**src/rtl/breakout_pkg.sv**
```systemverilog
// Shared breakout constants, screen coordinate type and small encoder helpers.
// Pure declarations: no latency, no backpressure.
package breakout_pkg;

    localparam int SCREEN_W   = 640;
    localparam int SCREEN_H   = 480;
    localparam int PADDLE_W   = 80;
    localparam int DEMO_X_POS = 900;

    typedef logic [9:0] coord_t;

    typedef enum logic {
        MODE_LIVE = 1'b0,
        MODE_DEMO = 1'b1
    } mode_e;

    // Gray code {A,B} to rotary phase 0..3 along the forward direction 00->01->11->10.
    function automatic logic [1:0] gray_phase(input logic [1:0] g);
        return {g[1], g[1] ^ g[0]};
    endfunction

    function automatic logic signed [7:0] sat_add8(input logic signed [7:0] a,
                                                   input logic signed [1:0] b);
        logic signed [8:0] s;
        s = {a[7], a} + {{7{b[1]}}, b};
        if (s > 9'sd127) begin
            return 8'sd127;
        end else if (s < -9'sd128) begin
            return -8'sd128;
        end
        return s[7:0];
    endfunction

endpackage

```
**src/rtl/quad_decoder.sv**
```systemverilog
// One encoder: 2-flop sync, per-contact stable filter, Gray-step decode to a signed step.
// Step appears 2 + FILT_LEN cycles after a clean pin edge; no backpressure.
module quad_decoder
    import breakout_pkg::*;
#(
    parameter int FILT_LEN = 16
) (
    input  logic              clk,
    input  logic              rst_n,
    input  logic              quad_a_i,
    input  logic              quad_b_i,
    output logic signed [1:0] step_o
);

    localparam logic [7:0] CNT_LAST = 8'(FILT_LEN - 1);

    logic [1:0] sync1_q, sync2_q;
    logic [1:0] filt_q, filt_d;
    logic [1:0] prev_q;
    logic [7:0] cnt_q [2];
    logic [7:0] cnt_d [2];
    logic [1:0] phase_diff;

    always_comb begin
        for (int i = 0; i < 2; i++) begin
            filt_d[i] = filt_q[i];
            cnt_d[i]  = '0;
            if (sync2_q[i] != filt_q[i]) begin
                if (cnt_q[i] == CNT_LAST) begin
                    filt_d[i] = sync2_q[i];
                end else begin
                    cnt_d[i] = cnt_q[i] + 8'd1;
                end
            end
        end
    end

    always_ff @(posedge clk) begin
        if (!rst_n) begin
            sync1_q <= '0;
            sync2_q <= '0;
            filt_q  <= '0;
            prev_q  <= '0;
            cnt_q   <= '{default: '0};
        end else begin
            sync1_q <= {quad_a_i, quad_b_i};
            sync2_q <= sync1_q;
            filt_q  <= filt_d;
            prev_q  <= filt_q;
            cnt_q   <= cnt_d;
        end
    end

    // A phase difference of 2 means both contacts moved at once: ignored.
    assign phase_diff = gray_phase(filt_q) - gray_phase(prev_q);

    always_comb begin
        step_o = 2'sb00;
        if (phase_diff == 2'd1) begin
            step_o = 2'sb01;
        end else if (phase_diff == 2'd3) begin
            step_o = 2'sb11;
        end
    end

endmodule

```
**src/rtl/paddle_ctrl.sv**
```systemverilog
// Paddle X controller: encoder steps accumulate per frame, applied and clamped on vSync rise.
// Outputs registered, valid the cycle after the apply edge; no backpressure.
module paddle_ctrl
    import breakout_pkg::*;
#(
    parameter int PADDLE_MIN  = 0,
    parameter int PADDLE_MAX  = SCREEN_W - PADDLE_W,
    parameter int STEP_PX     = 4,
    parameter int FILT_LEN    = 16,
    parameter int IDLE_FRAMES = 600,
    parameter int DEMO_X      = DEMO_X_POS
) (
    input  logic       clk,
    input  logic       rst_n,
    input  logic       quadA,
    input  logic       quadB,
    input  logic       vSync,
    output logic [9:0] PaddleX,
    output logic       demo,
    output logic       moved
);

    localparam coord_t             RESET_POS = coord_t'((PADDLE_MIN + PADDLE_MAX) / 2);
    localparam coord_t             DEMO_C    = coord_t'(DEMO_X);
    localparam logic signed [11:0] MIN_S     = 12'(PADDLE_MIN);
    localparam logic signed [11:0] MAX_S     = 12'(PADDLE_MAX);
    localparam logic signed [11:0] STEP_S    = 12'(STEP_PX);
    localparam logic [11:0]        IDLE_MAX  = 12'(IDLE_FRAMES);

    logic signed [1:0]  step;
    logic               vsync_q;
    logic               apply;
    logic signed [7:0]  acc_q, acc_d;
    logic               acc_nz;
    coord_t             live_pos_q, live_pos_d;
    logic [11:0]        idle_q, idle_d;
    logic signed [11:0] scaled, sum, clamped;
    mode_e              state_q, state_d;
    coord_t             paddle_x_q, paddle_x_d;
    logic               demo_q, demo_d;
    logic               moved_q, moved_d;

    quad_decoder #(
        .FILT_LEN (FILT_LEN)
    ) u_quad_decoder (
        .clk      (clk),
        .rst_n    (rst_n),
        .quad_a_i (quadA),
        .quad_b_i (quadB),
        .step_o   (step)
    );

    assign apply  = vSync & ~vsync_q;
    assign acc_nz = (acc_q != 8'sd0);

    // A step landing on the apply cycle seeds the next frame rather than being dropped.
    assign acc_d = apply ? {{6{step[1]}}, step} : sat_add8(acc_q, step);

    always_comb begin
        scaled  = {{4{acc_q[7]}}, acc_q} * STEP_S;
        sum     = $signed({2'b00, live_pos_q}) + scaled;
        clamped = sum;
        if (sum < MIN_S) begin
            clamped = MIN_S;
        end else if (sum > MAX_S) begin
            clamped = MAX_S;
        end
        live_pos_d = apply ? clamped[9:0] : live_pos_q;
    end

    always_comb begin
        idle_d = idle_q;
        if (apply) begin
            if (acc_nz) begin
                idle_d = '0;
            end else if (idle_q != IDLE_MAX) begin
                idle_d = idle_q + 12'd1;
            end
        end
    end

    always_ff @(posedge clk) begin
        if (!rst_n) begin
            vsync_q    <= 1'b1;
            acc_q      <= '0;
            live_pos_q <= RESET_POS;
            idle_q     <= '0;
        end else begin
            vsync_q    <= vSync;
            acc_q      <= acc_d;
            live_pos_q <= live_pos_d;
            idle_q     <= idle_d;
        end
    end

    always_ff @(posedge clk) begin
        if (!rst_n) begin
            state_q <= MODE_DEMO;
        end else begin
            state_q <= state_d;
        end
    end

    always_comb begin
        state_d = state_q;
        if (apply) begin
            if (acc_nz) begin
                state_d = MODE_LIVE;
            end else if (idle_d == IDLE_MAX) begin
                state_d = MODE_DEMO;
            end
        end
    end

    always_comb begin
        paddle_x_d = (state_d == MODE_DEMO) ? DEMO_C : live_pos_d;
        demo_d     = (state_d == MODE_DEMO);
        moved_d    = apply & acc_nz;
    end

    always_ff @(posedge clk) begin
        if (!rst_n) begin
            paddle_x_q <= DEMO_C;
            demo_q     <= 1'b1;
            moved_q    <= 1'b0;
        end else begin
            paddle_x_q <= paddle_x_d;
            demo_q     <= demo_d;
            moved_q    <= moved_d;
        end
    end

    assign PaddleX = paddle_x_q;
    assign demo    = demo_q;
    assign moved   = moved_q;

endmodule

```
**config.mk**
```make
export PLATFORM = sky130hd
export DESIGN_NAME = paddle_ctrl
export DESIGN_NICKNAME = d
export VERILOG_FILES = /design/src/rtl/breakout_pkg.sv /design/src/rtl/quad_decoder.sv /design/src/rtl/paddle_ctrl.sv
export SDC_FILE = /design/constraint.sdc
export NUM_CORES = 1
export LEC_CHECK = 0
export BUFFER_PORTS_ARGS = -buffer_cell sky130_fd_sc_hd__buf_2
export CAP_MARGIN = 20
export CORE_MARGIN = 1
export CORE_UTILIZATION = 30
export DETAILED_ROUTE_END_ITERATION = 10
export GPL_TIMING_DRIVEN = 1
export PLACE_DENSITY_LB_ADDON = 0.1
export REMOVE_ABC_BUFFERS = 1
export SLEW_MARGIN = 20
export SYNTH_ARGS = -nofsm -noshare
export SYNTH_HDL_FRONTEND = slang
export SYNTH_HIERARCHICAL = 1
export SYNTH_SLANG_ARGS = --single-unit
```
**constraint.sdc**
```tcl
create_clock -name clk -period 6.4 [get_ports clk]
set_input_delay 0.96 -clock clk [delete_from_list [all_inputs] [get_ports clk]]
set_output_delay 0.96 -clock clk [all_outputs]
set_load 0.02 [all_outputs]
```
### Word level (Yosys, flattened, before mapping)

Index checks and enable logic that the tools add are counted.

| word-level totals | value |
|---|---|
| bits in registers | 67 |
| input bits | 5 |
| output and inout port bits | 12 |

| operators by class | value |
|---|---|
| add/subtract/negate cells | 6 |
| magnitude comparators | 4 |
| equal/unequal tests | 8 |
| muxes and demuxes | 17 |
| bitwise operators | 8 |
| reduce and logical (&&, ||, !) cells | 6 |

Operator list:

| cell | number |
|---|---|
| $mux W12 | 3 |
| $mux W8 | 4 |
| $mux W10 | 3 |
| $add A8 B1 Y8 const B | 2 |
| $eq A8 B4 Y1 const B | 2 |
| $add A11 B10 Y12 | 1 |
| $add A12 B1 Y12 const B | 1 |
| $eq A12 B10 Y1 const B | 1 |
| $gt A12 B11 Y1 const B | 1 |
| $lt A12 B1 Y1 const B | 1 |
| $ne A12 B10 Y1 const B | 1 |
| $add A8 B2 Y9 | 1 |
| $gt A9 B8 Y1 const B | 1 |
| $lt A9 B8 Y1 const B | 1 |
| $reduce_bool A8 Y1 | 1 |
| $reduce_or A3 Y1 | 2 |
| $mux W1 | 5 |
| $mux W2 | 2 |
| $not A1 Y1 | 4 |
| $reduce_and A2 Y1 | 2 |
| $and A1 B1 Y1 | 2 |
| $eq A2 B1 Y1 const B | 1 |
| $eq A2 B2 Y1 const B | 1 |
| $ne A1 B1 Y1 | 2 |
| 3 further kinds | 4 |

### Longest topological paths before layout

Gate-level depths: netlist of run 1.

| depth | value |
|---|---|
| depth after elaboration | 11 |
| gate-level depth with buffers | 13 |
| gate-level depth less buffers | 13 |

### Hierarchy

Netlist of run 1, hierarchy kept.

Modules (own cells, without submodules):

| module | times used | cells each | area an instance (µm²) | seq. area each (µm²) |
|---|---|---|---|---|
| paddle_ctrl | 1 | 291 | 2,617.5 | 860.8 |
| quad_decoder | 1 | 108 | 973.4 | 480.5 |

### Worst setup path before layout of run 1

Ideal clock, no wire load.

| timing | value |
|---|---|
| path kind | register to register |
| from | register u_quad_decoder.filt_q[1] |
| to | register acc_q[0] |
| library setup time | 0.119 ns |
| data arrival time | 3.394 ns |
| path slack | 2.887 ns |
| cell stages (with the launch flop) | 14 |
| path buffers | 0 |
| cells stage by stage | dfxtp_1 xnor2_1 ha_1 xor2_1 and2_1 nor3_1 ha_1 a21o_1 a211oi_1 o21ai_0 a21oi_1 xor2_1 o21ai_1 o221a_2 |

| between the ends | value |
|---|---|
| word-level cells in the longest chain between the ends | 11 |
| elaborated cells on any way between the ends | 14 |
| those cells by class | add/sub: 2; order compare: 2; eq/ne: 2; mux: 7; bitwise: 1 |

RTL lines:

| item | line | text |
|---|---|---|
| start: declaration | quad_decoder.sv:18 | `logic [1:0] filt_q, filt_d;` |
| start signal: assignment | quad_decoder.sv:48 | `filt_q <= filt_d;` |
| $xor A1 B1 Y1 | breakout_pkg.sv:19 | `return {g[1], g[1] ^ g[0]};` |
| $sub A2 B2 Y2 * | quad_decoder.sv:55 | `assign phase_diff = gray_phase(filt_q) - gray_phase(prev_q);` |
| $eq A2 B2 Y1 | quad_decoder.sv:61 | `end else if (phase_diff == 2'd3) begin` |
| $mux W2 | quad_decoder.sv:61 |  |
| $mux W2 * | quad_decoder.sv:59 | `if (phase_diff == 2'd1) begin` |
| net step[1] | paddle_ctrl.sv:30 | `logic signed [1:0] step;` |
| $add A8 B2 Y9 * | breakout_pkg.sv:25 | `s = {a[7], a} + {{7{b[1]}}, b};` |
| $lt A9 B8 Y1 | breakout_pkg.sv:28 | `end else if (s < -9'sd128) begin` |
| $mux W1 | breakout_pkg.sv:28 |  |
| $mux W1 | breakout_pkg.sv:26 | `if (s > 9'sd127) begin` |
| $mux W8 * | breakout_pkg.sv:31 | `return s[7:0];` |
| $mux W8 * | paddle_ctrl.sv:57 | `assign acc_d = apply ? {{6{step[1]}}, step} : sat_add8(acc_q, step);` |
| end signal: assignment | paddle_ctrl.sv:85 | `acc_q <= '0;` |
| end signal: assignment | paddle_ctrl.sv:90 | `acc_q <= acc_d;` |
| end: declaration | paddle_ctrl.sv:33 | `logic signed [7:0] acc_q, acc_d;` |

Mark *: on every way through the listed nets, which the timed path passes. The rest lies on a longest branch.
A chain may end at the register's enable or synchronous reset.

### Final worst setup path of run 1

Same ends and word-level chain as after synthesis.

==> results of run 1 <==
sequential cells by signal (all words and copies together) (netlist names), 2 cells and up:
register                count
u_quad_decoder/cnt_q       16
idle_q                     12
PaddleX                    10
live_pos_q                 10
acc_q                       8
u_quad_decoder/filt_q       2
u_quad_decoder/prev_q       2
u_quad_decoder/sync1_q      2
u_quad_decoder/sync2_q      2
power breakdown:
group	switching (mW)	internal, mW	leakage [nW]	total (mW)
clock	0.188	0.340	0.159	0.527
combinational	0.0610	0.0419	0.866	0.103
sequential	0.0108	0.429	0.544	0.439
worst register-to-register path, cell delays in order, from the launching register on:
cell	delay, ps
dfxtp_1	430
xnor2_1	110
ha_1	210
xor2_1	150
and2_1	150
nor3_1	130
buf_4	200
ha_1	240
a21o_1	170
a211oi_1	280
o21ai_0	150
a21oi_1	180
xor2_1	330
o21ai_1	210
o221a_2	290
final cells by class:
type / instances / share of cell area, %
clock buffer: 9 / 5.45
tap: 143 / 4.33
inverter: 14 / 1.27
sequential: 67 / 32.5
multi-input combinational: 307 / 52.0
timing repair buffer: 18 / 2.30
clock inverter: 7 / 2.24
Yosys cell counts, drive strengths merged (7+ instances only):
cell type | instances | share of area [%]
dfxtp | 67 | 37
nor2 | 36 | 3.8
a21oi | 30 | 4.3
nand2 | 26 | 2.7
ha | 22 | 7.7
o21ai | 20 | 2.8
xnor2 | 17 | 4.1
xor2 | 14 | 3.4
inv | 13 | 1.4
nand3 | 13 | 2.0
and2 | 12 | 2.1
or3 | 10 | 1.7
nor3 | 9 | 1.6
o21a | 8 | 1.7
o31ai | 7 | 1.8
routing by layer:
| metal | share of wire (%) | vias up |
|---|---|---|
| li1 | - | 1485 |
| met1 | 54 | 1343 |
| met2 | 42 | 25 |
| met3 | 2.6 | 8 |
| met4 | 1.4 | 0 |
| met5 | 0 | - |
kinds of logic after synthesis:
family / after synthesis / share of synthesized area [%]
simple gates: 143 / 22.0
compound gates: 108 / 21.2
flops: 67 / 37.4
xor+xnor: 31 / 7.56
buf+inv: 25 / 2.86
fa+ha+maj: 24 / 8.78
mux: 1 / 0.279
path summary, 6_finish.rpt:
kind / start / endpoint / slack, ps / cells past startpoint
min reg2reg: u_quad_decoder/sync1_q[0]$_SDFF_PN0_ / u_quad_decoder/sync2_q[0]$_SDFF_PN0_ / 430 / 1
max reg2reg: u_quad_decoder/filt_q[1]$_SDFFE_PN0P_ / acc_q[0]$_SDFF_PN0_ / 3060 / 14
max: u_quad_decoder/filt_q[1]$_SDFFE_PN0P_ / acc_q[0]$_SDFF_PN0_ / 3060 / 14
min: u_quad_decoder/sync1_q[0]$_SDFF_PN0_ / u_quad_decoder/sync2_q[0]$_SDFF_PN0_ / 430 / 1
==> out/results.ini, run 1 <==
[layout]
final_cell_mix = 67 x dfxtp_1, 36 x nor2_1, 29 x a21oi_1
multi_input_area_sq_um = 2150
final_util_pct = 35.7
fin_nets = 446
seqCellArea_sq_um = 1340
layout_commonest_cell = dfxtp_1
final_cells = 565
final_layout_size_suffix_gt1_share_pct = 12.8
n_antenna_cell = 0
area_growth_pct = 15.1
final_area_sq_um = 4130
fill_cells = 1170

[setup_path]
crit_family = compound AO/OA/AOI/OAI gates
worstPathArrival_ps = 3560
cp_max_fo = 9
end_kind = flop
setup.worst_path.class = reg2reg
crit_buf_inv = 1
crit_required_ps = 6620
slowest_stage = dfxtp_1
worstPathCellList = xnor2_1 > ha_1 > xor2_1 > and2_1 > nor3_1 > buf_4 > ha_1 > a21o_1 > a211oi_1 > o21ai_0 > a21oi_1 > xor2_1 > o21ai_1 > o221a_2
slowest_delay_ps = 430
cp-start-kind = flop

[placed_design]
pre_cts_ws_ps = 3000
gp_congestion = 0.765
dp_cells = 549
hpwl_um = 5710
place_area_sq_um = 3810
port_buffers = 16

[sta]
finalSetupTns_ps = 0
setup_viol = 0
slew_headroom_pct = 45.9
skew_ps = 5.87
fmax_ghz = 0.299
fin_crit_sh_pct = 52.2
drv_slew = 0
fin_ws_ps = 3060
finalHoldViolCount = 0
hold_slack_ps = 428
tightestPinTransition_ps = 809
grt_setup_unrepaired = false
layout_min_cycle_time_ps = 3340

[pwr]
leakage_nw = 1.57
p_per_area_nw_per_um2 = 259
vdd_drop_max_mv = 0.133
p_total_mw = 1.07

[synth]
ys_seq_area_share_pct = 37.4
synth_area_sq_um = 3590
yosysWarningCount = 6
synth.ff_latch_count = 67
avgSynthCellArea_sq_um = 9.00
synth_edf_count = 0
ys.flop_type = dfxtp_1
yosysUniqueCellTypes = 68
synth-async-reset-ratio_pct = 0
synth_cells = 399

[routing]
postRouteAntennaNets = 0
drtIter0Drc = 141
wl_per_cell_um = 14.1
vias_per_cell = 5.06
wl_um = 7990
drt-pass1-iter-count = 7
vias = 2861
drc_errors = 4

[floorplan]
die_x_um = 111
coreArea_sq_um = 11600
initial_utilization_pct = 31.1
dieArea_sq_um = 12400
core.rowCount = 39
io_pins = 17
fp.dieH_um = 111

[global_routing]
grtUsageMet2_pct = 20.8
grt_busiest_layer = met2
grt_pass1_vias = 2682
grt_util_met3_pct = 3.43
antenna_found_initial = 0
grt_usage_pct = 13.8
grt_pass1_wl_um = 13400
grt_max_degree = 31
gr-total-overflow = 0
grt_use_met1_pct = 19.0

[cts]
cts_tree = yes
cts_sinks = 67
cts_setup_buffers = 0
cts_hold_buf = 0
clk_latency_ps = 330
ctsResizeCount = 0
cts_made_buffers = 9
clk_pin_slew_ps = 50
clock-root-buffer = clkbuf_16
cts_buffer_depth = 2
cts_max_level = 3

[outcome]
failed_checks = design-rule violations
status = complete, but fails checks

[run]
max-cap-violations = 0

[min_path]
hold_class = reg2reg

Power figures use the tool's default switching activity.
==> run 2, diff against run 1 <==
--- a/config.mk
+++ b/config.mk
@@ -5,6 +5,7 @@
 export SDC_FILE = /design/constraint.sdc
 export NUM_CORES = 1
 export LEC_CHECK = 0
+export ABC_AREA = 1
 export BUFFER_PORTS_ARGS = -buffer_cell sky130_fd_sc_hd__buf_2
 export CAP_MARGIN = 20
 export CORE_MARGIN = 1
==> constraint.sdc (replaced) <==
create_clock -name clk -period 3 [get_ports clk]
set_input_delay 0.45 -clock clk [delete_from_list [all_inputs] [get_ports clk]]
set_output_delay 0.45 -clock clk [all_outputs]
set_load 0.02 [all_outputs]
==> run 2 against run 1 <==
The flow now finishes without violations. Final cell count rose by 40%. Clock power up 88%. Utilization fell by 0.28 points. Sequential cell count is the same. Design area increased by 9.1%. Count of clock-buffer cells in the layout up 2. Synthesized cell count grew 48%.
==> out/results.ini, run 2 <==
[setup_path]
setup.worst_path.class = reg2reg
path_common_cell = nand2_1
slowest_delay_ps = 400  ; -30 ps
reg2reg_from = u_quad_decoder/filt_q[0]$_SDFFE_PN0P_
crit_family = simple AND/OR/NAND/NOR gates
r2r_setup_slack_ps = 360  ; -2700 ps
reg2reg_depth = 18  ; +4
cp_max_fo = 10  ; +1
worstReg2RegEnd = acc_q[6]$_SDFF_PN0_
worstPathArrival_ps = 2910  ; -650 ps
worstPathCellList = xnor2_1 > ha_1 > inv_1 > nand2_1 > nand2_1 > nor2_1 > buf_4 > ha_1 > nand3_1 > nand2_1 > nand3_1 > nand2_1 > nand2_1 > a22oi_1 > nor2_1 > nor2_1 > nand2_1 > a21oi_1
crit_buf_inv = 2  ; +1
end_kind = flop
crit_required_ps = 3270  ; -3350 ps
cp-start-kind = flop
slowest_stage = dfxtp_1

[min_path]
holdCritStartpoint = quadA
hold_class = in2reg
hold_depth = 3  ; +2
hold_path_end = u_quad_decoder/sync1_q[1]$_SDFF_PN0_

[sta]
fin_ws_ps = 358  ; -2700 ps
fin_crit_sh_pct = 88.1  ; +36 points
hold_slack_ps = 295  ; -133 ps
setup_viol = 0  ; unchanged
fmax_ghz = 0.379  ; +26%
finalSetupTns_ps = 0  ; unchanged
grt_setup_unrepaired = true
layout_min_cycle_time_ps = 2640  ; -699 ps
skew_ps = 8.46  ; +2.59 ps
drv_slew = 0  ; unchanged
slew_headroom_pct = 62.7  ; +17 points
finalHoldViolCount = 0  ; unchanged
tightestPinTransition_ps = 559  ; -251 ps

[placed_design]
dp_cells = 776  ; +41%
gp_congestion = 0.810  ; +5.9%
hpwl_um = 6670  ; +17%
place_area_sq_um = 4230  ; +11%
port_buffers = 16  ; unchanged
pre_cts_ws_ps = 345  ; -2650 ps

[synth]
muxShareOfSynthArea_pct = 0  ; -0.28 points
synth_top_area_share_pct = 34.1  ; -3.3 points
ys.flop_type = dfxtp_1
synth-simple-area-share_pct = 37.5  ; +16 points
synth_compound_area_share_pct = 8.62  ; -13 points
synth_area_sq_um = 3930  ; +9.5%
ys_seq_area_share_pct = 34.1  ; -3.3 points
yosysMostFrequentCell = nand2_1
synth_top_family_by_area = simple AND/OR/NAND/NOR gates
yosys-top-cells-count = 168 x nand2_1, 88 x nor2_1, 75 x inv_1
synthTopCellsByArea = dfxtp_1 34%, nand2_1 16%, nor2_1 8.4%
synth_xor_xnor_area_share_pct = 3.34  ; -4.2 points
synth_area_leader_cell = dfxtp_1
synth_cells = 590  ; +48%
synthAdderAreaFrac_pct = 8.02  ; -0.77 points
avgSynthCellArea_sq_um = 6.67  ; -26%
yosysWarningCount = 6  ; unchanged
synth.ff_latch_count = 67  ; unchanged
synth-async-reset-ratio_pct = 0  ; unchanged
synth_edf_count = 0  ; unchanged
yosysUniqueCellTypes = 36  ; -47%

[routing]
wl_um = 8720  ; +9.1%
drt-pass1-iter-count = 4  ; -3
wl_per_cell_um = 11.0  ; -22%
drtIter0Drc = 128  ; -9.2%
vias_per_cell = 4.41  ; -13%
vias = 3490  ; +22%
drc_errors = 0  ; -4
postRouteAntennaNets = 0  ; unchanged

[pwr]
clkPwrFrac_pct = 46.0  ; -3.3 points
leakage_nw = 2.14  ; +36%
p_total_mw = 2.15  ; +100%
p_seq_share_pct = 43.6  ; +2.5 points
internal_power_mw = 1.59  ; +96%
p_per_area_nw_per_um2 = 477  ; +84%
vdd_drop_max_mv = 0.338  ; +150%
power_frac_comb_pct = 10.4  ; +0.8 points
netSwitchingPower_uw = 562  ; +120%
p_sw_share_pct = 26.1  ; +1.9 points

[run]
max-cap-violations = 0  ; unchanged

[layout]
fill_cells = 1458  ; +25%
fin_nets = 644  ; +44%
n_antenna_cell = 0  ; unchanged
area_growth_pct = 14.7
largest-register = u_quad_decoder/cnt_q
largest_reg_flops = 16  ; unchanged
final_layout_size_suffix_gt1_share_pct = 10.8  ; -2.0 points
final_cell_mix = 168 x nand2_1, 88 x nor2_1, 75 x inv_1
top_regs = u_quad_decoder/cnt_q (16), idle_q (12)
final_util_pct = 35.5  ; -0.28 points
final_cells = 792  ; +40%
final_area_sq_um = 4510  ; +9.1%
layout_commonest_cell = nand2_1

[global_routing]
grt_pass1_wl_um = 15100  ; +13%
antenna_found_initial = 0  ; unchanged
grt_pass1_vias = 3292  ; +23%
gr-total-overflow = 0  ; unchanged
grt_usage_pct = 14.6  ; +0.77 points
grt_max_degree = 21  ; -32%

[cts]
cts_max_level = 3  ; unchanged
clock-root-buffer = clkbuf_16
cts_made_buffers = 9  ; unchanged
cts_setup_buffers = 0  ; unchanged
clk_latency_ps = 340  ; about the same
cts_sinks = 67  ; unchanged
clk_pin_slew_ps = 50  ; about the same
ctsResizeCount = 0  ; unchanged
cts_hold_buf = 0  ; unchanged
cts_buffer_depth = 2  ; unchanged
cts_tree = yes

[floorplan]
die_x_um = 117  ; +4.6%
initial_utilization_pct = 30.9  ; -0.13 points
core.rowCount = 41  ; +5.1%
io_pins = 17  ; unchanged
coreArea_sq_um = 12700  ; +10%
dieArea_sq_um = 13600  ; +9.4%
fp.dieH_um = 117  ; +4.6%

[outcome]
status = finished, final reports clean

run 2: how the worst max path moves through the flow:
stage,start,cells after the start,endpoint,slack (ps)
floorplan,u_quad_decoder/filt_q[1]$_SDFFE_PN0P_,17,acc_q[4]$_SDFF_PN0_,260
global placement,u_quad_decoder/filt_q[0]$_SDFFE_PN0P_,18,acc_q[4]$_SDFF_PN0_,410
detailed placement,u_quad_decoder/filt_q[0]$_SDFFE_PN0P_,18,acc_q[6]$_SDFF_PN0_,340
CTS,u_quad_decoder/filt_q[0]$_SDFFE_PN0P_,18,acc_q[6]$_SDFF_PN0_,330
global route,u_quad_decoder/prev_q[1]$_SDFF_PN0_,16,acc_q[1]$_SDFF_PN0_,-10
finish,u_quad_decoder/filt_q[0]$_SDFFE_PN0P_,18,acc_q[6]$_SDFF_PN0_,360
run 2: area by class of cell:
type                    count  area, sq um  share of cell area (%)
inverters                  79          297                    6.57
flip-flops and latches     67         1340                    29.7
repair buffers             21          118                    2.61
well taps                 172          215                    4.77
multi-input cells         437         2260                    50.1
clock inverters             5         27.5                   0.610
clock buffers              11          253                    5.60
run 2: worst min-delay path: cells and delay by family:
kind,cells,cell delay (ps)
buffers and inverters,2,110
AND/OR/NAND/NOR,1,40
run 2: cells by family after synthesis:
logic type	Yosys count
AND/OR/NAND/NOR	341
buffers and inverters	86
XOR/XNOR	15
flip-flops	67
AO/OA/AOI/OAI	57
adder cells (fa/ha/maj)	24
run 2: per-layer routing:
metal  vias to the layer above  track usage (%)  part of all wire (%)
li1                       1910                -                     -
met1                      1530             18.0                    50
met2                        41             23.9                    45
met3                         9             4.83                   3.6
met4                         0             4.62                   1.2
met5                         -                0                     0
run 2: power groups by stage:
stage	sequential, mW	combinational (mW)	clock [mW]
after global routing	0.943	0.259	1.07
after CTS	0.939	0.228	1.03
after global placement	0.958	0.226	0
final	0.939	0.223	0.991
after floorplan	0.958	0.161	0
after detailed placement	0.958	0.227	0
==> run 3, diff against run 2 <==
--- a/config.mk
+++ b/config.mk
@@ -8,7 +8,7 @@
 export ABC_AREA = 1
 export BUFFER_PORTS_ARGS = -buffer_cell sky130_fd_sc_hd__buf_2
 export CAP_MARGIN = 20
-export CORE_MARGIN = 1
+export CORE_MARGIN = 2
 export CORE_UTILIZATION = 30
 export DETAILED_ROUTE_END_ITERATION = 10
 export GPL_TIMING_DRIVEN = 1
==> run 3 against run 2 <==
Combinational power about the same. Routed wire length up 0.45%. Critical path depth down 2. Clock power about the same. Sequential power about the same. Register-to-register slack about the same. Worst hold slack better by 1.5 ps. Non-clock buffer count unchanged. Fmax up 0.37%. Die area up 3.5%. Design area up 0.14%. Count of clock-buffer cells in the layout up 2. Critical path type unchanged. Highest routed layer unchanged.
==> out/results.ini, run 3 (same netlist as run 2, synthesis figures left out) <==
[placed_design]
port_buffers = 16  ; unchanged
gp_congestion = 0.813  ; +0.36%
hpwl_um = 6710  ; +0.48%

[min_path]
hold_path_end = u_quad_decoder/sync1_q[0]$_SDFF_PN0_
holdCritStartpoint = quadB
hold_depth = 3  ; unchanged
hold_class = in2reg

[layout]
n_antenna_cell = 0  ; unchanged
top_regs = u_quad_decoder/cnt_q (16), idle_q (12)
largest-register = u_quad_decoder/cnt_q
final_cell_mix = 168 x nand2_1, 88 x nor2_1, 75 x inv_1
largest_reg_flops = 16  ; unchanged
fin_nets = 644  ; unchanged
final_layout_size_suffix_gt1_share_pct = 10.8  ; +0.017 points
layout_commonest_cell = nand2_1
area_growth_pct = 14.8

[setup_path]
end_kind = flop
crit_required_ps = 3210  ; -60 ps
worstPathCellList = xor2_1 > ha_1 > inv_1 > nand2_1 > nand2_1 > nor2_1 > buf_4 > ha_1 > a21oi_1 > nor3_1 > nor3_1 > nand2_1 > nand2_1 > nand2_1 > a21oi_1 > a21oi_1
reg2reg_from = u_quad_decoder/prev_q[1]$_SDFF_PN0_
crit_family = simple AND/OR/NAND/NOR gates
crit_buf_inv = 2  ; unchanged
cp-start-kind = flop
reg2reg_depth = 16  ; -2
worstReg2RegEnd = acc_q[2]$_SDFF_PN0_
setup.worst_path.class = reg2reg
worstPathArrival_ps = 2840  ; -70 ps
path_common_cell = nand2_1
cp_max_fo = 10  ; unchanged
slowest_delay_ps = 390  ; about the same
slowest_stage = dfxtp_1
r2r_setup_slack_ps = 370  ; about the same

[cts]
cts_tree = yes
clock-root-buffer = clkbuf_16
cts_sinks = 67  ; unchanged
clk_latency_ps = 340  ; about the same
cts_hold_buf = 0  ; unchanged
cts_setup_buffers = 0  ; unchanged
cts_max_level = 3  ; unchanged
cts_buffer_depth = 2  ; unchanged
clk_pin_slew_ps = 60  ; about the same
cts_made_buffers = 9  ; unchanged
ctsResizeCount = 0  ; unchanged

[routing]
drtIter0Drc = 133  ; +3.9%
drc_errors = 0  ; unchanged
postRouteAntennaNets = 0  ; unchanged
drt-pass1-iter-count = 4  ; unchanged
wl_per_cell_um = 11.1  ; +0.57%
wl_um = 8760  ; +0.45%
vias = 3518  ; +0.80%
vias_per_cell = 4.45  ; +0.93%

[run]
max-cap-violations = 0  ; unchanged

[sta]
slew_headroom_pct = 70.5  ; +7.8 points
skew_ps = 8.05  ; -0.404 ps
tightestPinTransition_ps = 438  ; -121 ps
hold_slack_ps = 297  ; +1.47 ps
drv_slew = 0  ; unchanged
finalHoldViolCount = 0  ; unchanged
fin_crit_sh_pct = 87.7  ; -0.32 points
fmax_ghz = 0.380  ; +0.37%
layout_min_cycle_time_ps = 2630  ; -9.74 ps
finalSetupTns_ps = 0  ; unchanged
setup_viol = 0  ; unchanged
grt_setup_unrepaired = false

[global_routing]
antenna_found_initial = 0  ; unchanged
grt_pass1_vias = 3274  ; -0.55%
gr-total-overflow = 0  ; unchanged
grt_max_degree = 21  ; unchanged
grt_usage_pct = 13.5  ; -1.1 points
grt_pass1_wl_um = 15200  ; +0.37%

[pwr]
netSwitchingPower_uw = 553  ; -1.6%
power_frac_comb_pct = 10.3  ; about the same
p_seq_share_pct = 43.4  ; -0.2 points
leakage_nw = 2.14  ; about the same
p_sw_share_pct = 25.5  ; -0.58 points
internal_power_mw = 1.61  ; +1.4%
clkPwrFrac_pct = 46.3  ; +0.3 points
p_per_area_nw_per_um2 = 480  ; +0.47%
p_total_mw = 2.17  ; +0.61%
vdd_drop_max_mv = 0.357  ; +5.8%

[floorplan]
core.rowCount = 41  ; unchanged
initial_utilization_pct = 30.9  ; unchanged
die_x_um = 119  ; +1.7%
coreArea_sq_um = 12700  ; unchanged
io_pins = 17  ; unchanged
dieArea_sq_um = 14000  ; +3.5%
fp.dieH_um = 119  ; +1.7%

[outcome]
status = finished, final reports clean

==> run 3: cell count changes in the layout (fill, tap and decap cells not counted), sizes merged <==
cell	previous run	this run
clkinv	5	3
clkinvlp	1	0
clkbuf	11	13
==> run 3: worst max path at each step <==
stage,depth (start not counted),to,slack (ps),from
after floorplan,17,acc_q[4]$_SDFF_PN0_,260,u_quad_decoder/filt_q[1]$_SDFFE_PN0P_
after global placement,18,acc_q[4]$_SDFF_PN0_,410,u_quad_decoder/filt_q[0]$_SDFFE_PN0P_
after detailed placement,18,acc_q[6]$_SDFF_PN0_,330,u_quad_decoder/filt_q[0]$_SDFFE_PN0P_
after CTS,18,acc_q[6]$_SDFF_PN0_,330,u_quad_decoder/filt_q[0]$_SDFFE_PN0P_
after global routing,18,acc_q[2]$_SDFF_PN0_,30,u_quad_decoder/prev_q[1]$_SDFF_PN0_
final,16,acc_q[2]$_SDFF_PN0_,370,u_quad_decoder/prev_q[1]$_SDFF_PN0_
==> run 3: routing by layer <==
metal,global-route usage (%),up-vias,routed length [um]
met1,17.0,1546,4330
met4,4.32,0,123
met3,4.78,14,378
met2,21.4,46,3920
met5,0,-,0
li1,-,1912,-
==> run 3: through the flow <==
| step | setup slack [ps] | area (sq um) | utilization, % | std cells |
|---|---|---|---|---|
| after global routing | 31.7 | 4520 | 35.5 | 791 |
| final | 368 | 4520 | 35.5 | 791 |
| after detailed placement | 330 | 4230 | 33.3 | 776 |
| after global placement | 413 | 4230 | 33.3 | 776 |
| after floorplan | 261 | 3900 | - | 583 |
| after CTS | 333 | 4510 | 35.5 | 791 |
==> run 3: area by class of cell <==
cell class | count | area [sq um]
Fill cell | 1412 | 8210
Multi-Input combinational cell | 437 | 2260
Sequential cell | 67 | 1340
Inverter | 79 | 297
Clock buffer | 13 | 270
Tap cell | 172 | 215
Timing Repair Buffer | 21 | 118
Clock inverter | 2 | 10.0
==> run 3: power groups by stage <==
stage	combinational, mW	sequential [mW]	clock (mW)
floorplan	0.161	0.958	0
CTS	0.228	0.939	1.04
global placement	0.227	0.958	0
detailed placement	0.227	0.958	0
global route	0.257	0.943	1.08
finish	0.224	0.939	1.00
==> run 3: tightest hold or removal path: cells and delay by family <==
kind,cells,cell delay (ps)
buf+inv,2,110
simple gates,1,40
